==> src/rtl/gpu_raster_pkg.sv <==
// Shared GPU raster types: colour-mode encodings, pixels-per-byte table
// and the bitplane packer state encodings.
package gpu_raster_pkg;

    typedef enum logic [1:0] {
        CM_1BPP = 2'b00,
        CM_2BPP = 2'b01,
        CM_4BPP = 2'b10,
        CM_8BPP = 2'b11
    } colour_mode_t;

    typedef enum logic [1:0] {
        ST_IDLE,
        ST_ACCUM,
        ST_HOLD
    } state_t;

    // Indexed by colour_mode_t.
    localparam logic [3:0] PIX_PER_BYTE [4] = '{4'd8, 4'd4, 4'd2, 4'd1};

endpackage

==> src/rtl/raster_to_bitplane_if.sv <==
// Pixel stream in / RAM write stream out for raster_to_bitplane.
// slave: packer view; master: producer/RAM view. wr_mask with RASTER_TO_BITPLANE_MASK_EN.
interface raster_to_bitplane_if #(
    parameter int ADDR_W = 20
);
    logic              pix_valid;
    logic              pix_ready;
    logic [7:0]        pix_in;
    logic [7:0]        pix_in_h;
    logic              pix_last;
    logic              wr_valid;
    logic              wr_ready;
    logic [ADDR_W-1:0] wr_addr;
    logic [7:0]        wr_data;
    logic [7:0]        wr_data_h;
    logic              wr_16bit;
`ifdef RASTER_TO_BITPLANE_MASK_EN
    logic [7:0]        wr_mask;
`endif

    modport slave (
`ifdef RASTER_TO_BITPLANE_MASK_EN
        output wr_mask,
`endif
        input  pix_valid, pix_in, pix_in_h, pix_last,
        output pix_ready,
        output wr_valid, wr_addr, wr_data, wr_data_h, wr_16bit,
        input  wr_ready
    );

    modport master (
`ifdef RASTER_TO_BITPLANE_MASK_EN
        input  wr_mask,
`endif
        output pix_valid, pix_in, pix_in_h, pix_last,
        input  pix_ready,
        input  wr_valid, wr_addr, wr_data, wr_data_h, wr_16bit,
        output wr_ready
    );

endinterface

==> src/rtl/bitplane_slot_insert.sv <==
// Places one pixel into its MSB-first slot of a byte for the given mode.
// Ports: mode, slot, pix -> data (and mask with RASTER_TO_BITPLANE_MASK_EN).
module bitplane_slot_insert
    import gpu_raster_pkg::*;
(
    input  colour_mode_t mode,
    input  logic [2:0]   slot,
    input  logic [7:0]   pix,
`ifdef RASTER_TO_BITPLANE_MASK_EN
    output logic [7:0]   mask,
`endif
    output logic [7:0]   data
);

    logic [7:0] fmask;
    logic [2:0] sh;

    // Shift = 8 - bpp*(slot+1), written as an inverted slot index.
    always_comb begin
        fmask = 8'h00;
        sh    = 3'd0;
        unique case (mode)
            CM_1BPP: begin fmask = 8'h01; sh = ~slot;                 end
            CM_2BPP: begin fmask = 8'h03; sh = {~slot[1:0], 1'b0};    end
            CM_4BPP: begin fmask = 8'h0F; sh = {~slot[0], 2'b00};     end
            CM_8BPP: begin fmask = 8'hFF; sh = 3'd0;                  end
            default: ;
        endcase
    end

    assign data = (pix & fmask) << sh;
`ifdef RASTER_TO_BITPLANE_MASK_EN
    assign mask = fmask << sh;
`endif

endmodule

==> src/rtl/raster_to_bitplane.sv <==
// Packs a raster pixel stream into bitplane bytes/words for GPU RAM writes.
// Ports: clk, rst, pc_ena, line_start, line_addr, colour_mode_in, two_byte_mode, bus (slave).
// Optional wr_mask output with RASTER_TO_BITPLANE_MASK_EN.
module raster_to_bitplane
    import gpu_raster_pkg::*;
#(
    parameter int ADDR_W = 20
) (
    input  logic                clk,
    input  logic                rst,
    input  logic [3:0]          pc_ena,
    input  logic                line_start,
    input  logic [ADDR_W-1:0]   line_addr,
    input  logic [1:0]          colour_mode_in,
    input  logic                two_byte_mode,
    raster_to_bitplane_if.slave bus
);

    state_t            state, state_nxt;
    logic [2:0]        cnt;
    colour_mode_t      cur_mode;
    logic [7:0]        acc;
    logic [ADDR_W-1:0] nxt_addr;

    logic              adv, ls, fire, first, use_two;
    logic              complete, emit, drop;
    colour_mode_t      use_mode;
    logic [2:0]        slot;
    logic [7:0]        ins_data, acc_nxt;
    logic [ADDR_W-1:0] base;
`ifdef RASTER_TO_BITPLANE_MASK_EN
    logic [7:0]        acc_msk, ins_mask, msk_nxt;
`endif

    assign adv  = pc_ena == 4'd0;
    assign ls   = line_start && adv;
    assign drop = bus.wr_valid && bus.wr_ready && adv;
    assign fire = bus.pix_valid && bus.pix_ready;

    assign bus.wr_valid  = state == ST_HOLD;
    assign bus.pix_ready = adv && !rst && !(bus.wr_valid && !bus.wr_ready);

    // A new byte starts on a line_start or whenever nothing is accumulated;
    // mode is sampled there and held for the rest of the byte.
    assign first    = ls || state != ST_ACCUM;
    assign use_mode = first ? colour_mode_t'(colour_mode_in) : cur_mode;
    assign use_two  = first && two_byte_mode;
    assign slot     = first ? 3'd0 : cnt;

    bitplane_slot_insert u_ins (
        .mode (use_mode),
        .slot (slot),
        .pix  (bus.pix_in),
`ifdef RASTER_TO_BITPLANE_MASK_EN
        .mask (ins_mask),
`endif
        .data (ins_data)
    );

    assign acc_nxt = (first ? 8'h00 : acc) | ins_data;
`ifdef RASTER_TO_BITPLANE_MASK_EN
    assign msk_nxt = (first ? 8'h00 : acc_msk) | ins_mask;
`endif

    assign complete = use_two || bus.pix_last
                    || ({1'b0, slot} + 4'd1 == PIX_PER_BYTE[use_mode]);
    assign emit     = fire && complete;
    assign base     = ls ? line_addr : nxt_addr;

    always_ff @(posedge clk or posedge rst) begin
        if (rst) state <= ST_IDLE;
        else     state <= state_nxt;
    end

    always_comb begin
        state_nxt = state;
        unique case (state)
            ST_IDLE, ST_ACCUM: begin
                if (emit)      state_nxt = ST_HOLD;
                else if (fire) state_nxt = ST_ACCUM;
                else if (ls)   state_nxt = ST_IDLE;
            end
            ST_HOLD: begin
                if (emit)      state_nxt = ST_HOLD;
                else if (fire) state_nxt = ST_ACCUM;
                else if (drop) state_nxt = ST_IDLE;
            end
            default: state_nxt = ST_IDLE;
        endcase
    end

    always_ff @(posedge clk or posedge rst) begin
        if (rst) begin
            cnt           <= 3'd0;
            cur_mode      <= CM_1BPP;
            acc           <= 8'h00;
            nxt_addr      <= '0;
            bus.wr_addr   <= '0;
            bus.wr_data   <= 8'h00;
            bus.wr_data_h <= 8'h00;
            bus.wr_16bit  <= 1'b0;
`ifdef RASTER_TO_BITPLANE_MASK_EN
            acc_msk       <= 8'h00;
            bus.wr_mask   <= 8'h00;
`endif
        end else begin
            if (fire) cur_mode <= use_mode;
            if (emit || (ls && !fire)) begin
                cnt <= 3'd0;
                acc <= 8'h00;
            end else if (fire) begin
                cnt <= slot + 3'd1;
                acc <= acc_nxt;
            end
`ifdef RASTER_TO_BITPLANE_MASK_EN
            if (emit || (ls && !fire)) acc_msk <= 8'h00;
            else if (fire)             acc_msk <= msk_nxt;
`endif
            if (emit) begin
                bus.wr_addr   <= base;
                nxt_addr      <= base + {{(ADDR_W-2){1'b0}}, use_two, ~use_two};
                bus.wr_data   <= use_two ? bus.pix_in : acc_nxt;
                bus.wr_data_h <= use_two ? bus.pix_in_h : 8'h00;
                bus.wr_16bit  <= use_two && use_mode != CM_1BPP;
`ifdef RASTER_TO_BITPLANE_MASK_EN
                bus.wr_mask   <= use_two ? 8'hFF : msk_nxt;
`endif
            end else if (ls) begin
                nxt_addr <= line_addr;
            end
        end
    end

endmodule

==> src/flat_wrapper.sv <==
// flat-port wrapper written by rule: the top's interface ports become plain ports
module raster_to_bitplane_flat import gpu_raster_pkg::*;
#(
    parameter int ADDR_W = 20
)
  (clk, rst, pc_ena, line_start, line_addr, colour_mode_in, two_byte_mode, bus_pix_valid, bus_pix_in, bus_pix_in_h, bus_pix_last, bus_pix_ready, bus_wr_valid, bus_wr_addr, bus_wr_data, bus_wr_data_h, bus_wr_16bit, bus_wr_ready);
  raster_to_bitplane_if #(.ADDR_W(ADDR_W)) bus_i ();
  input  logic clk;
  input  logic rst;
  input  logic [3:0] pc_ena;
  input  logic line_start;
  input  logic [ADDR_W-1:0] line_addr;
  input  logic [1:0] colour_mode_in;
  input  logic two_byte_mode;
  input wire logic [$bits(bus_i.pix_valid)-1:0] bus_pix_valid;
  input wire logic [$bits(bus_i.pix_in)-1:0] bus_pix_in;
  input wire logic [$bits(bus_i.pix_in_h)-1:0] bus_pix_in_h;
  input wire logic [$bits(bus_i.pix_last)-1:0] bus_pix_last;
  output wire logic [$bits(bus_i.pix_ready)-1:0] bus_pix_ready;
  output wire logic [$bits(bus_i.wr_valid)-1:0] bus_wr_valid;
  output wire logic [$bits(bus_i.wr_addr)-1:0] bus_wr_addr;
  output wire logic [$bits(bus_i.wr_data)-1:0] bus_wr_data;
  output wire logic [$bits(bus_i.wr_data_h)-1:0] bus_wr_data_h;
  output wire logic [$bits(bus_i.wr_16bit)-1:0] bus_wr_16bit;
  input wire logic [$bits(bus_i.wr_ready)-1:0] bus_wr_ready;
  assign bus_i.pix_valid = bus_pix_valid;
  assign bus_i.pix_in = bus_pix_in;
  assign bus_i.pix_in_h = bus_pix_in_h;
  assign bus_i.pix_last = bus_pix_last;
  assign bus_pix_ready = bus_i.pix_ready;
  assign bus_wr_valid = bus_i.wr_valid;
  assign bus_wr_addr = bus_i.wr_addr;
  assign bus_wr_data = bus_i.wr_data;
  assign bus_wr_data_h = bus_i.wr_data_h;
  assign bus_wr_16bit = bus_i.wr_16bit;
  assign bus_i.wr_ready = bus_wr_ready;
  raster_to_bitplane #(.ADDR_W(ADDR_W)) u_core (.clk(clk), .rst(rst), .pc_ena(pc_ena), .line_start(line_start), .line_addr(line_addr), .colour_mode_in(colour_mode_in), .two_byte_mode(two_byte_mode), .bus(bus_i));
endmodule
==> config.mk <==
export PLATFORM = sky130hd
export DESIGN_NAME = raster_to_bitplane_flat
export DESIGN_NICKNAME = d
export VERILOG_FILES = /design/src/rtl/gpu_raster_pkg.sv /design/src/rtl/raster_to_bitplane_if.sv /design/src/rtl/bitplane_slot_insert.sv /design/src/rtl/raster_to_bitplane.sv /design/src/flat_wrapper.sv
export SDC_FILE = /design/constraint.sdc
export NUM_CORES = 1
export LEC_CHECK = 0
export BUFFER_PORTS_ARGS = -buffer_cell sky130_fd_sc_hd__buf_4
export CORE_MARGIN = 10
export CORE_UTILIZATION = 44
export CTS_CLUSTER_DIAMETER = 150
export DETAILED_ROUTE_END_ITERATION = 8
export PLACE_DENSITY = 0.67
export SLEW_MARGIN = 30
export SYNTH_ARGS = -nofsm -noshare
export SYNTH_HDL_FRONTEND = slang
export SYNTH_HIERARCHICAL = 1
export SYNTH_SLANG_ARGS = --single-unit
==> constraint.sdc <==
create_clock -name clk -period 4.5 [get_ports clk]
set_input_delay 0 -clock clk [delete_from_list [all_inputs] [get_ports clk]]
set_output_delay 0 -clock clk [all_outputs]
set_load 0.02 [all_outputs]
# [Word-level counts from Yosys, hierarchy flattened]
# Cells that the tools add are included.
[totals] register_bits=72 input_bits=49 out_inout_bits=39 elab_cells=79
[classes] n_addsub=3 order_cmp=1 n_eq_ne=9 shift=1 n_mux=23 bitwise=7 n_reduce_logical=26
[ops] cell="20-bit two-way mux" n=2
[ops] cell="8-bit two-way mux" n=5
[ops] cell="8-bit case mux with 4 select lines" n=1
[ops] cell="20-bit by 2-bit adder with 20-bit output" n=1
[ops] cell="2-bit two-way mux" n=7
[ops] cell="3-bit case mux with 4 select lines" n=1
[ops] cell="1-bit logical AND" n=11
[ops] cell="3-bit two-way mux" n=3
[ops] cell="8-bit AND" n=1
[ops] cell="4-bit binary-select mux with 2-bit select" n=1
[ops] cell="4-bit two-way mux" n=2
[ops] cell="8-bit OR" n=1
[ops] cell="8-bit by 3-bit << shifter with 8-bit output" n=1
[ops] cell="2-bit equality test, second input constant" n=3
[ops] cell="3-bit by 1-bit adder with 4-bit output, second input constant" n=1
[ops] cell="2-bit by 1-bit equality test with 1-bit output, second input constant" n=2
[ops] cell="4-bit equality test" n=1
[ops] cell="1-bit zero test" n=4
[ops] cell="2-bit zero test" n=2
[ops] cell="4-bit zero test" n=1
[ops] cell="1-bit logical OR" n=4
[ops] cell="4-bit by 1-bit inequality test with 1-bit output, second input constant" n=1
[ops] cell="4-bit inequality test, second input constant" n=1
[ops] cell="2-bit case mux with 2 select lines" n=1
[ops] cell="10 further kinds" n=12

# [Longest topological paths before layout]
# Gate-level depths: netlist of the first run.
[logic_depth] ltp_word=13 mapped_depth=15 depth_no_buf=11

# [Cells and area by module]
# The synthesis of the first run kept the hierarchy.
[by_module_without_submodules] module="raster_to_bitplane" instances=1 cells_each=382 area_per_inst_um2=3801.1 seq_area_each_um2=1801.7
[by_module_without_submodules] module="bitplane_slot_insert" instances=1 cells_each=35 area_per_inst_um2=234.0 seq_area_each_um2=0.0

# [Least setup slack after synthesis of the first run]
# Ideal clock, no wire load.
[synth_timing] kind="in2reg" start="input port pc_ena[3]" end="register u_core.nxt_addr[17]" setup_ns=0.131 t_arrival_ns=3.474 t_required_ns=4.369 setup_slack_ns=0.895 cell_stages=12 path_buffers=2 cell_sequence="nor4_1 -> nand2_1 -> clkbuf_1 -> buf_1 -> and3_1 -> ha_1 -> or4b_2 -> a211oi_2 -> o21ai_2 -> a2111oi_4 -> nand3b_1 -> xor2_1"
[synth_between] elab_cells_between_ends=22 classes_between="add/sub: 2; eq/ne: 1; mux: 7; bitwise: 2; reduce/logical: 10"
[synth_rtl] element="from (decl)" line="flat_wrapper.sv:10" source="input logic [3:0] pc_ena;"
[synth_rtl] element="4-bit zero test" line="raster_to_bitplane.sv:35" source="assign adv = pc_ena == 4'd0;"
[synth_rtl] element="1-bit logical AND" line="raster_to_bitplane.sv:36" source="assign ls = line_start && adv;"
[synth_rtl] element="1-bit logical OR" line="raster_to_bitplane.sv:45" source="assign first = ls || state != ST_ACCUM;"
[synth_rtl] element="3-bit two-way mux" line="raster_to_bitplane.sv:48" source="assign slot = first ? 3'd0 : cnt;"
[synth_rtl] element="via u_core.slot[1]" line="raster_to_bitplane.sv:28" source="logic [2:0] slot;"
[synth_rtl] element="3-bit by 1-bit adder with 4-bit output" line="raster_to_bitplane.sv:66" source="|| ({1'b0, slot} + 4'd1 == PIX_PER_BYTE[use_mode]);"
[synth_rtl] element="4-bit equality test" line="raster_to_bitplane.sv:66"
[synth_rtl] element="1-bit logical OR" line="raster_to_bitplane.sv:66"
[synth_rtl] element="1-bit logical AND" line="raster_to_bitplane.sv:67" source="assign emit = fire && complete;"
[synth_rtl] element="20-bit two-way mux" line="raster_to_bitplane.sv:119" source="if (emit) begin"
[synth_rtl] element="to (signal assigned)" line="raster_to_bitplane.sv:121" source="nxt_addr <= base + {{(ADDR_W-2){1'b0}}, use_two, ~use_two};"
[synth_rtl] element="to (signal assigned)" line="raster_to_bitplane.sv:129" source="nxt_addr <= line_addr;"
[synth_rtl] element="to (decl)" line="raster_to_bitplane.sv:23" source="logic [ADDR_W-1:0] nxt_addr;"
# The timed path passes the listed nets, and every way through them passes these cells. The select of a mux whose other input is x is not followed.
# A chain may end at the register's enable or synchronous reset.

# [Worst setup path after layout of the first run]
[layout_timing] start="register u_core.state[0]" end="register u_core.nxt_addr[17]"
[layout_between] elab_cells_between_ends=22 classes_between="add/sub: 2; eq/ne: 3; mux: 6; bitwise: 2; reduce/logical: 9"
[layout_rtl] element="from (decl)" line="raster_to_bitplane.sv:19" source="state_t state, state_nxt;"
[layout_rtl] element="from (signal assigned)" line="raster_to_bitplane.sv:72" source="else state <= state_nxt;"
[layout_rtl] element="2-bit by 1-bit inequality test with 1-bit output" line="raster_to_bitplane.sv:45"
[layout_rtl] element="1-bit logical OR" line="raster_to_bitplane.sv:45"
[layout_rtl] element="3-bit two-way mux" line="raster_to_bitplane.sv:48"
[layout_rtl] element="via u_core.slot[0]" line="raster_to_bitplane.sv:28"
[layout_rtl] element="3-bit by 1-bit adder with 4-bit output" line="raster_to_bitplane.sv:66"
[layout_rtl] element="4-bit equality test" line="raster_to_bitplane.sv:66"
[layout_rtl] element="1-bit logical OR" line="raster_to_bitplane.sv:66"
[layout_rtl] element="1-bit logical AND" line="raster_to_bitplane.sv:67"
[layout_rtl] element="20-bit two-way mux" line="raster_to_bitplane.sv:119"
# The timed path passes the listed nets, and every way through them passes these cells. The select of a mux whose other input is x is not followed.

==> results of run 1 <==
## synthesized netlist by cell type (all sizes together) (4+ instances only)
library cell | instances | share of area [%]
dfrtp | 72 | 45
nand2 | 69 | 6.5
o21ai | 31 | 4.2
nor2 | 25 | 2.5
mux2i | 21 | 5.2
a22o | 19 | 4.1
nand3 | 15 | 1.9
xnor2 | 15 | 3.3
buf | 12 | 1.7
clkbuf | 12 | 1.1
o22ai | 11 | 1.7
a211oi | 10 | 2.1
nand4 | 9 | 1.4
o21a | 9 | 1.7
xor2 | 9 | 2.0
a21oi | 8 | 1.1
inv | 8 | 0.74
a21o | 5 | 0.93
a31oi | 5 | 0.78
and3 | 5 | 0.78
a2111oi | 4 | 2.0
nor2b | 4 | 0.62
## area by class of cell
| class | count | area (sq um) |
|---|---|---|
| flip-flops and latches | 72 | 1800 |
| inverters | 8 | 30.0 |
| well taps | 108 | 135 |
| clock inverters | 6 | 93.8 |
| multi-input cells | 313 | 2090 |
| fillers | 804 | 3680 |
| clock buffers | 10 | 128 |
| repair buffers | 108 | 846 |
## timing repair
action | in CTS | in global routing
hold buffers | 14 | 0
endpoints found under the setup margin | 0 | 0
endpoints found under the hold margin | 44 | 0
## power by group through the flow
stage	registers (uW)	logic [uW]	clock network, uW
6_report	837	537	570
5_1_grt	852	592	615
2_1_floorplan	904	252	0
3_5_place_dp	848	529	0
3_3_place_gp	846	517	0
4_1_cts	837	543	585
## tightest hold or removal path, stage by stage
cell and delay, ns:
buf_4 0.08, mux2i_1 0.09, o21ai_0 0.16
## state kept, by name, indices dropped and copies added, names as in the netlist
| signal | count |
|---|---|
| u_core/acc | 8 |
| u_core/cur_mode | 2 |
| u_core/state | 2 |
| u_core/nxt_addr | 20 |
| u_core/bus.wr_data_h | 8 |
| u_core/bus.wr_addr | 20 |
| u_core/cnt | 3 |
| u_core/bus.wr_data | 8 |
| u_core/bus.wr_16bit | 1 |
## metrics by stage
step	instance area, sq um	instances
after detailed placement	4770	595
after global routing	5130	625
final	5130	625
after global placement	4760	595
after floorplan	4040	417
after CTS	5130	625
## path summary, 6_finish.rpt
check | end | start | depth (start not counted)
worst min register to register | u_core/bus.wr_addr[14] | u_core/bus.wr_addr[14] | 2
worst min-delay path | u_core/bus.wr_addr[14] | line_addr[14] | 3
worst max-delay path | u_core/nxt_addr[17] | u_core/state[0] | 9
max in group asynchronous | u_core/acc[3] | rst | 4
min in group asynchronous | u_core/nxt_addr[7] | rst | 3
worst max register to register | u_core/nxt_addr[17] | u_core/state[0] | 9
## kinds of logic (layout without fill, tap and decap cells)
logic type / Yosys count / count (layout)
mux: 25 / 25
compound gates: 112 / 112
buf+inv: 32 / 132
xor+xnor: 24 / 24
simple gates: 148 / 148
flops: 72 / 72
fa+ha+maj: 4 / 4
## metal layers
metal / share of wire, % / up-vias / routed length (um)
li1: - / 1695 / -
met1: 44 / 1698 / 4940
met2: 47 / 102 / 5310
met3: 7.3 / 15 / 822
met4: 1.8 / 0 / 200
met5: 0 / - / 0
==> results.json, run 1 <==
{
  "seq_power_share_pct": 43.1,
  "grt_use_total_pct": 17.1,
  "endpoint_kind": "register",
  "p_leak_uw": 0.00232,
  "setup_slack_ns": 0.716,
  "clock_sinks": 72,
  "p_clk_share_pct": 29.3,
  "cts_tree": "done",
  "cp_cell_sequence": "nor2b_1, and3_1, ha_1, or4b_2, a211oi_2, o21ai_2, a2111oi_4, nand3b_1, xor2_1",
  "cp-start-kind": "register",
  "synthArstFlopShare_pct": 100,
  "avgSynthCellArea_sq_um": 9.68,
  "synth_mux_area_share_pct": 6.60,
  "vias": 3510,
  "fin_hold_ws_ns": 0.0163,
  "synth_compound_area_share_pct": 20.7,
  "synth_simple_gate_area_share_pct": 17.9,
  "ff2ff_setup_slack_ns": 0.72,
  "yosysWarnings": 6,
  "io_pins": 88,
  "syn_inst": 417,
  "htree_levels": 3,
  "synthAdderAreaFrac_pct": 1.43,
  "slew_violations": 0,
  "comb_power_share_pct": 27.6,
  "dieWidth_um": 116,
  "period_needed_ns": 3.78,
  "route.detailed.wl_per_inst_um": 18.0,
  "power.density_nw_per_um2": 379,
  "clk_latency_ns": 0.35,
  "antenna_cells": 0,
  "first_global_vias": 3581,
  "final_cell_mix": "buf_4, dfrtp_1, nand2_1",
  "layout_worst_path_cycle_share_pct": 84.1,
  "cap_violations": 0,
  "dieArea_sq_um": 13400,
  "ys_ff_latch": 72,
  "power.internal_uw": 1310,
  "met3_usage_pct": 5.12,
  "nets": 565,
  "seq_area_frac_synth_pct": 44.7,
  "antenna_left": 0,
  "start_util_pct": 45.8,
  "rsz0062_at_grt": "no",
  "slew_headroom_pct": 44.0,
  "crit_buf_inv": 0,
  "critical_path_class": "reg -> reg",
  "synth_ff_type": "dfrtp_1",
  "ir_drop_mv": 0.198,
  "drt-initial-drc-count": 195,
  "grt_util_met2_pct": 26.5,
  "final_common_cell": "buf_4",
  "grt_max_degree": 56,
  "postCtsSetupBuffers": 0,
  "dp_hpwl_um": 8090,
  "synth_fp_nets": 470,
  "power_uw": 1940,
  "cts.path.max_buffers": 2,
  "post-route-util_pct": 58.2,
  "path_max_fanout": 16,
  "synth_area_sq_um": 4040,
  "synth_edf_count": 0,
  "switching_share_pct": 32.8,
  "hold_viol_final": 0,
  "ctsResizeCount": 0,
  "post-place-ws_ns": 0.756,
  "syn2layout_area_growth_pct": 27.1,
  "clk_root_buffer_cell": "clkbuf_8",
  "overflow": 0,
  "worst_pin_slew_ns": 0.839,
  "cp_top_family": "simple AND/OR/NAND/NOR gates",
  "grt-busiest-layer": "met2",
  "fin_setup_tns_ns": 0,
  "drc": 0,
  "setup_viol": 0,
  "fin_worst_skew_ns": 0.0146,
  "dieHeight_um": 116,
  "clk_pin_slew_ns": 0.08,
  "routed_wl_um": 11300,
  "rows": 34,
  "cts_made_buffers": 9,
  "grt_pass1_wl_um": 18400,
  "slowest_delay_ns": 0.66,
  "timing.critical_path.arrival_ns": 4.01,
  "layout-drive-gt1-share_pct": 25.3,
  "worstPathRequired_ns": 4.72,
  "dr.pass1.iters": 4,
  "core_sq_um": 8810,
  "antenna_found_initial": 0,
  "max_freq_ghz": 0.264,
  "gp_congestion": 0.864,
  "synth_xor_area_share_pct": 5.21,
  "ys_types": 62,
  "cp_slowest_cell": "or4b_2",
  "synth_top_family_by_area": "compound AO/OA/AOI/OAI gates",
  "vias_per_cell": 5.62,
  "port_buffers": 87,
  "use_met1_pct": 22.5,
  "switchingPower_uw": 639,
  "hold_class": "in -> reg",
  "status": "finished, final reports clean"
}
Note: power is estimated with default switching activity, not from simulation.
==> run 2: changes to the inputs <==
Settings changed: PLACE_DENSITY 0.67 to 0.69.
Clock period 4.5 ns to 3.2 ns, I/O delays scaled along.
==> run 2 against run 1 <==
- global-route usage is 0.15 points lower
- final area grew 3.4%
- largest power group unchanged
- clock power is 42% higher
- register-to-register slack got worse by 0.59 ns
- largest cell class unchanged
==> results.json, run 2 (synthesis gave the netlist of run 1 again) <==
{
  "htree_levels": 3,
  "power_uw": 2760,
  "overflow": 0,
  "power.internal_uw": 1850,
  "multi_input_area_sq_um": 2150,
  "stdcell_count": 639,
  "fillCellCount": 767,
  "final_common_cell": "buf_4",
  "switchingPower_uw": 909,
  "hold_depth": 3,
  "slew_violations": 0,
  "io_pins": 88,
  "cp-start-kind": "register",
  "dieHeight_um": 116,
  "regArea_sq_um": 1800,
  "worst_pin_slew_ns": 0.722,
  "dieArea_sq_um": 13400,
  "rows": 34,
  "timing.critical_path.arrival_ns": 3.29,
  "ir_drop_mv": 0.276,
  "core_sq_um": 8810,
  "slew_headroom_pct": 51.8,
  "antenna_cells": 0,
  "fin_hold_ws_ns": 0.0173,
  "cap_violations": 0,
  "dr.pass1.iters": 5,
  "status": "finished, final reports clean",
  "drt-initial-drc-count": 217,
  "rsz0062_at_grt": "no",
  "antenna_left": 0,
  "p_leak_uw": 0.00239,
  "hold_path_startpoint": "bus_pix_in[5]",
  "clock_sinks": 72,
  "drc": 0,
  "dp_cells": 608,
  "switching_share_pct": 33.0,
  "endpoint_kind": "register",
  "p_clk_share_pct": 29.3,
  "layout-drive-gt1-share_pct": 28.1,
  "rr_worst_depth": 10,
  "postCtsSetupBuffers": 0,
  "layout_worst_path_cycle_share_pct": 96.2,
  "post-route-util_pct": 60.2,
  "vias_per_cell": 5.57,
  "nets": 579,
  "cts_made_buffers": 9,
  "power.density_nw_per_um2": 520,
  "hold_class": "in -> reg",
  "clk_root_buffer_cell": "clkbuf_8",
  "clk_latency_ns": 0.34,
  "ff2ff_setup_slack_ns": 0.12,
  "critical_path_class": "reg -> reg",
  "final_cell_mix": "buf_4, dfrtp_1, nand2_1",
  "comb_power_share_pct": 27.8,
  "grt_use_total_pct": 17.0,
  "grt_pass1_wl_um": 18400,
  "port_buffers": 87,
  "rr_endpoint": "u_core/nxt_addr[10]",
  "fin_worst_skew_ns": 0.0134,
  "hold_viol_final": 0,
  "start_util_pct": 45.8,
  "routed_wl_um": 11300,
  "clk_pin_slew_ns": 0.08,
  "max_freq_ghz": 0.325,
  "cts.path.max_buffers": 2,
  "grt_max_degree": 56,
  "vias": 3560,
  "rr_startpoint": "u_core/state[1]",
  "cts_tree": "done",
  "first_global_vias": 3695,
  "route.detailed.wl_per_inst_um": 17.7,
  "placed_area_sq_um": 4900,
  "syn2layout_area_growth_pct": 31.4,
  "hold-path-endpoint": "u_core/bus.wr_data[5]",
  "period_needed_ns": 3.08,
  "dp_hpwl_um": 8190,
  "seq_power_share_pct": 42.9,
  "top_regs": "u_core/bus.wr_addr x20, u_core/nxt_addr x20",
  "path_max_fanout": 9,
  "antenna_found_initial": 0,
  "stdcell_area_sq_um": 5300,
  "worstPathRequired_ns": 3.41,
  "gp_congestion": 0.932,
  "setup_viol": 0,
  "dieWidth_um": 116
}
## run 2: changes by cell type in the layout (fill, tap and decap cells not counted), sizes merged
cell and delta:
buf +13, clkinv -2, inv +2, dlygate4sd3 +1
## run 2: layer usage
| metal | routed length [um] | GRT usage (%) |
|---|---|---|
| met2 | 5380 | 27.1 |
| met5 | 0 | 0 |
| met4 | 166 | 6.76 |
| met1 | 5150 | 22.0 |
| met3 | 615 | 3.72 |
## run 2: repair_timing
action                                 CTS  global route
endpoints found under the hold margin   50             0
setup endpoints to repair                0            19
gates resized for setup                  0             7
hold buffers                            15             0
## run 2: how the worst max path moves through the flow
stage / start / to / cells after the start
floorplan: pc_ena[3] / u_core/bus.wr_16bit / 13
global placement: pc_ena[3] / u_core/nxt_addr[10] / 12
detailed placement: pc_ena[3] / u_core/nxt_addr[10] / 12
CTS: u_core/state[1] / u_core/nxt_addr[10] / 10
global route: u_core/state[1] / u_core/nxt_addr[10] / 10
finish: u_core/state[1] / u_core/nxt_addr[10] / 10
## run 2: cell type report
class / instances / share of cell area, %
Multi-Input combinational cell: 313 / 40.5
Timing Repair Buffer: 122 / 18.3
Clock buffer: 10 / 2.41
Clock inverter: 6 / 1.70
Sequential cell: 72 / 34.0
Inverter: 8 / 0.566
Tap cell: 108 / 2.55
## run 2: critical path, stage by stage (launching register included)
cell and delay (ns):
dfrtp_1 0.45, nor2b_4 0.16, and3_4 0.20, ha_1 0.24, or4b_2 0.68, a211oi_4 0.30, o21ai_4 0.14, buf_4 0.20
a2111oi_4 0.35, xnor2_1 0.16, mux2i_1 0.09
## run 2: power by group through the flow
stage          logic [uW]  clock network, uW  registers (uW)
2_1_floorplan         355                  0            1270
3_3_place_gp          735                  0            1190
3_5_place_dp          753                  0            1190
4_1_cts               769                830            1180
5_1_grt               846                868            1200
6_report              767                809            1180
## run 2: metrics by stage
step	TNS (ns)	worst slack (ns)
2_1_floorplan	0	0.0214
3_3_place_gp	0	0.113
3_5_place_dp	-0.0165	-0.0165
4_1_cts	0	0.0521
5_1_grt	0	0.0221
6_report	0	0.123
==> run 3: changes to the inputs <==
Settings changed: CELL_PAD_IN_SITES_DETAIL_PLACEMENT set to 2, CELL_PAD_IN_SITES_GLOBAL_PLACEMENT set to 2, CORE_UTILIZATION 44 to 30, PLACE_DENSITY 0.69 to not set, PLACE_DENSITY_LB_ADDON set to 0.1.
==> run 3 against run 2 <==
- first-iteration DRC count decreased by 40%
- via count increased by 2.3%
- clock power increased by 17%
- global-route usage decreased by 1.4 points
- wire length increased by 25%
- largest power group unchanged
- highest routed layer unchanged
==> results.json, run 3 (synthesis gave the netlist of run 1 again) <==
{
  "post-place-ws_ns": -0.0602,
  "clk_root_buffer_cell": "clkbuf_16",
  "worstSetupStartpoint": "u_core/state[0]",
  "worstPathRequired_ns": 3.42,
  "antenna_found_initial": 0,
  "final_common_cell": "buf_4",
  "critical_path_class": "reg -> reg",
  "antenna_left": 0,
  "rows": 42,
  "grt_pass1_wl_um": 22600,
  "max_freq_ghz": 0.336,
  "route.detailed.wl_per_inst_um": 19.9,
  "grt_max_degree": 56,
  "clk_latency_ns": 0.34,
  "slew_headroom_pct": 53.1,
  "p_leak_uw": 0.00243,
  "vias_per_cell": 5.15,
  "hold_class": "in -> reg",
  "syn2layout_area_growth_pct": 35.0,
  "clock_sinks": 72,
  "overflow": 0,
  "clk_pin_slew_ns": 0.06,
  "dp_hpwl_um": 10500,
  "slew_violations": 0,
  "fin_worst_skew_ns": 0.00636,
  "htree_levels": 3,
  "rsz0062_at_grt": "no",
  "cp-start-kind": "register",
  "io_pins": 88,
  "start_util_pct": 30.6,
  "dieWidth_um": 136,
  "cap_violations": 0,
  "hold_path_startpoint": "line_addr[0]",
  "port_buffers": 87,
  "cts_tree": "done",
  "layout-drive-gt1-share_pct": 28.4,
  "post-route-util_pct": 41.3,
  "path_max_fanout": 55,
  "period_needed_ns": 2.97,
  "vias": 3643,
  "fin_hold_ws_ns": 0.0292,
  "endpoint_kind": "register",
  "cts_made_buffers": 9,
  "timing.critical_path.arrival_ns": 3.20,
  "setup_viol": 0,
  "routed_wl_um": 14100,
  "gp_congestion": 0.777,
  "power.density_nw_per_um2": 539,
  "drt-initial-drc-count": 130,
  "ir_drop_mv": 0.220,
  "worst_pin_slew_ns": 0.702,
  "hold_viol_final": 0,
  "first_global_vias": 4061,
  "final_cell_mix": "buf_4, dfrtp_1, nand2_1",
  "setup_slack_ns": 0.226,
  "grt_use_total_pct": 15.6,
  "dieArea_sq_um": 18500,
  "nets": 580,
  "core_sq_um": 13200,
  "antenna_cells": 0,
  "drc": 0,
  "dr.pass1.iters": 4,
  "rr_startpoint": "u_core/state[0]",
  "fin_setup_tns_ns": 0,
  "cts.path.max_buffers": 2,
  "top_regs": "u_core/bus.wr_addr x20, u_core/nxt_addr x20",
  "layout_worst_path_cycle_share_pct": 92.9,
  "status": "finished, final reports clean",
  "dieHeight_um": 136
}
## run 3: changes by cell type in the layout (fill, tap and decap cells not counted), moves of 2 or more
cell and delta:
clkbuf_8 -8, clkbuf_16 +9, clkinv_4 +2, buf_4 +2
bufinv_16 -2
## run 3: worst max-delay path, cell delays in order, from the launching register on
cell and delay [ns]:
dfrtp_1 0.38, nor2b_2 0.18, and3_1 0.18, ha_1 0.32, buf_4 0.16, and3b_1 0.18
o21ai_0 0.30, a211oi_4 0.12, buf_4 0.16, o21ai_2 0.22, a21o_1 0.20, buf_12 0.22
nor2_1 0.09, xnor2_1 0.12
## run 3: path summary, 6_finish.rpt
path	endpoint	slack (ns)	cells past startpoint
max	u_core/nxt_addr[3]	0.23	13
min	u_core/bus.wr_addr[0]	0.03	5
max reg2reg	u_core/nxt_addr[3]	0.23	13
min reg2reg	u_core/bus.wr_addr[0]	0.48	2
max in group asynchronous	u_core/bus.wr_data[6]	2.25	4
min in group asynchronous	u_core/bus.wr_addr[9]	0.30	3
## run 3: metal layers
layer | part of all wire, % | GRT usage [%] | up-vias
li1 | - | - | 1728
met1 | 45 | 19.6 | 1849
met2 | 50 | 26.1 | 54
met3 | 3.8 | 3.69 | 12
met4 | 1.2 | 4.62 | 0
met5 | 0 | 0 | -
## run 3: metrics by stage
step | instance area (sq um) | total power [uW] | std cells
finish | 5450 | 2940 | 708
global placement | 4980 | 1960 | 676
detailed placement | 4980 | 1990 | 676
global route | 5450 | 3120 | 708
floorplan | 4070 | 1630 | 417
CTS | 5410 | 2980 | 706
## run 3: repair_timing
action | 4_1_cts | 5_1_grt
pin swaps | 0 | 2
hold buffers | 14 | 0
setup buffers | 0 | 1
resized for setup | 1 | 4
endpoints found under the setup margin | 2 | 18
cloned | 0 | 1
hold endpoints to repair | 57 | 0
## run 3: report_power, final
part | total (uW) | internal (uW) | switching (uW)
clock network | 950 | 548 | 402
registers | 1190 | 1070 | 120
logic | 798 | 343 | 455
total | 2940 | 1960 | 977
## run 3: final cells by class
| cell class | instances | area, sq um |
|---|---|---|
| Clock inverter | 6 | 43.8 |
| Tap cell | 176 | 220 |
| Fill cell | 1421 | 7740 |
| Inverter | 8 | 32.5 |
| Timing Repair Buffer | 122 | 963 |
| Sequential cell | 72 | 1800 |
| Clock buffer | 10 | 239 |
| Multi-Input combinational cell | 314 | 2150 |
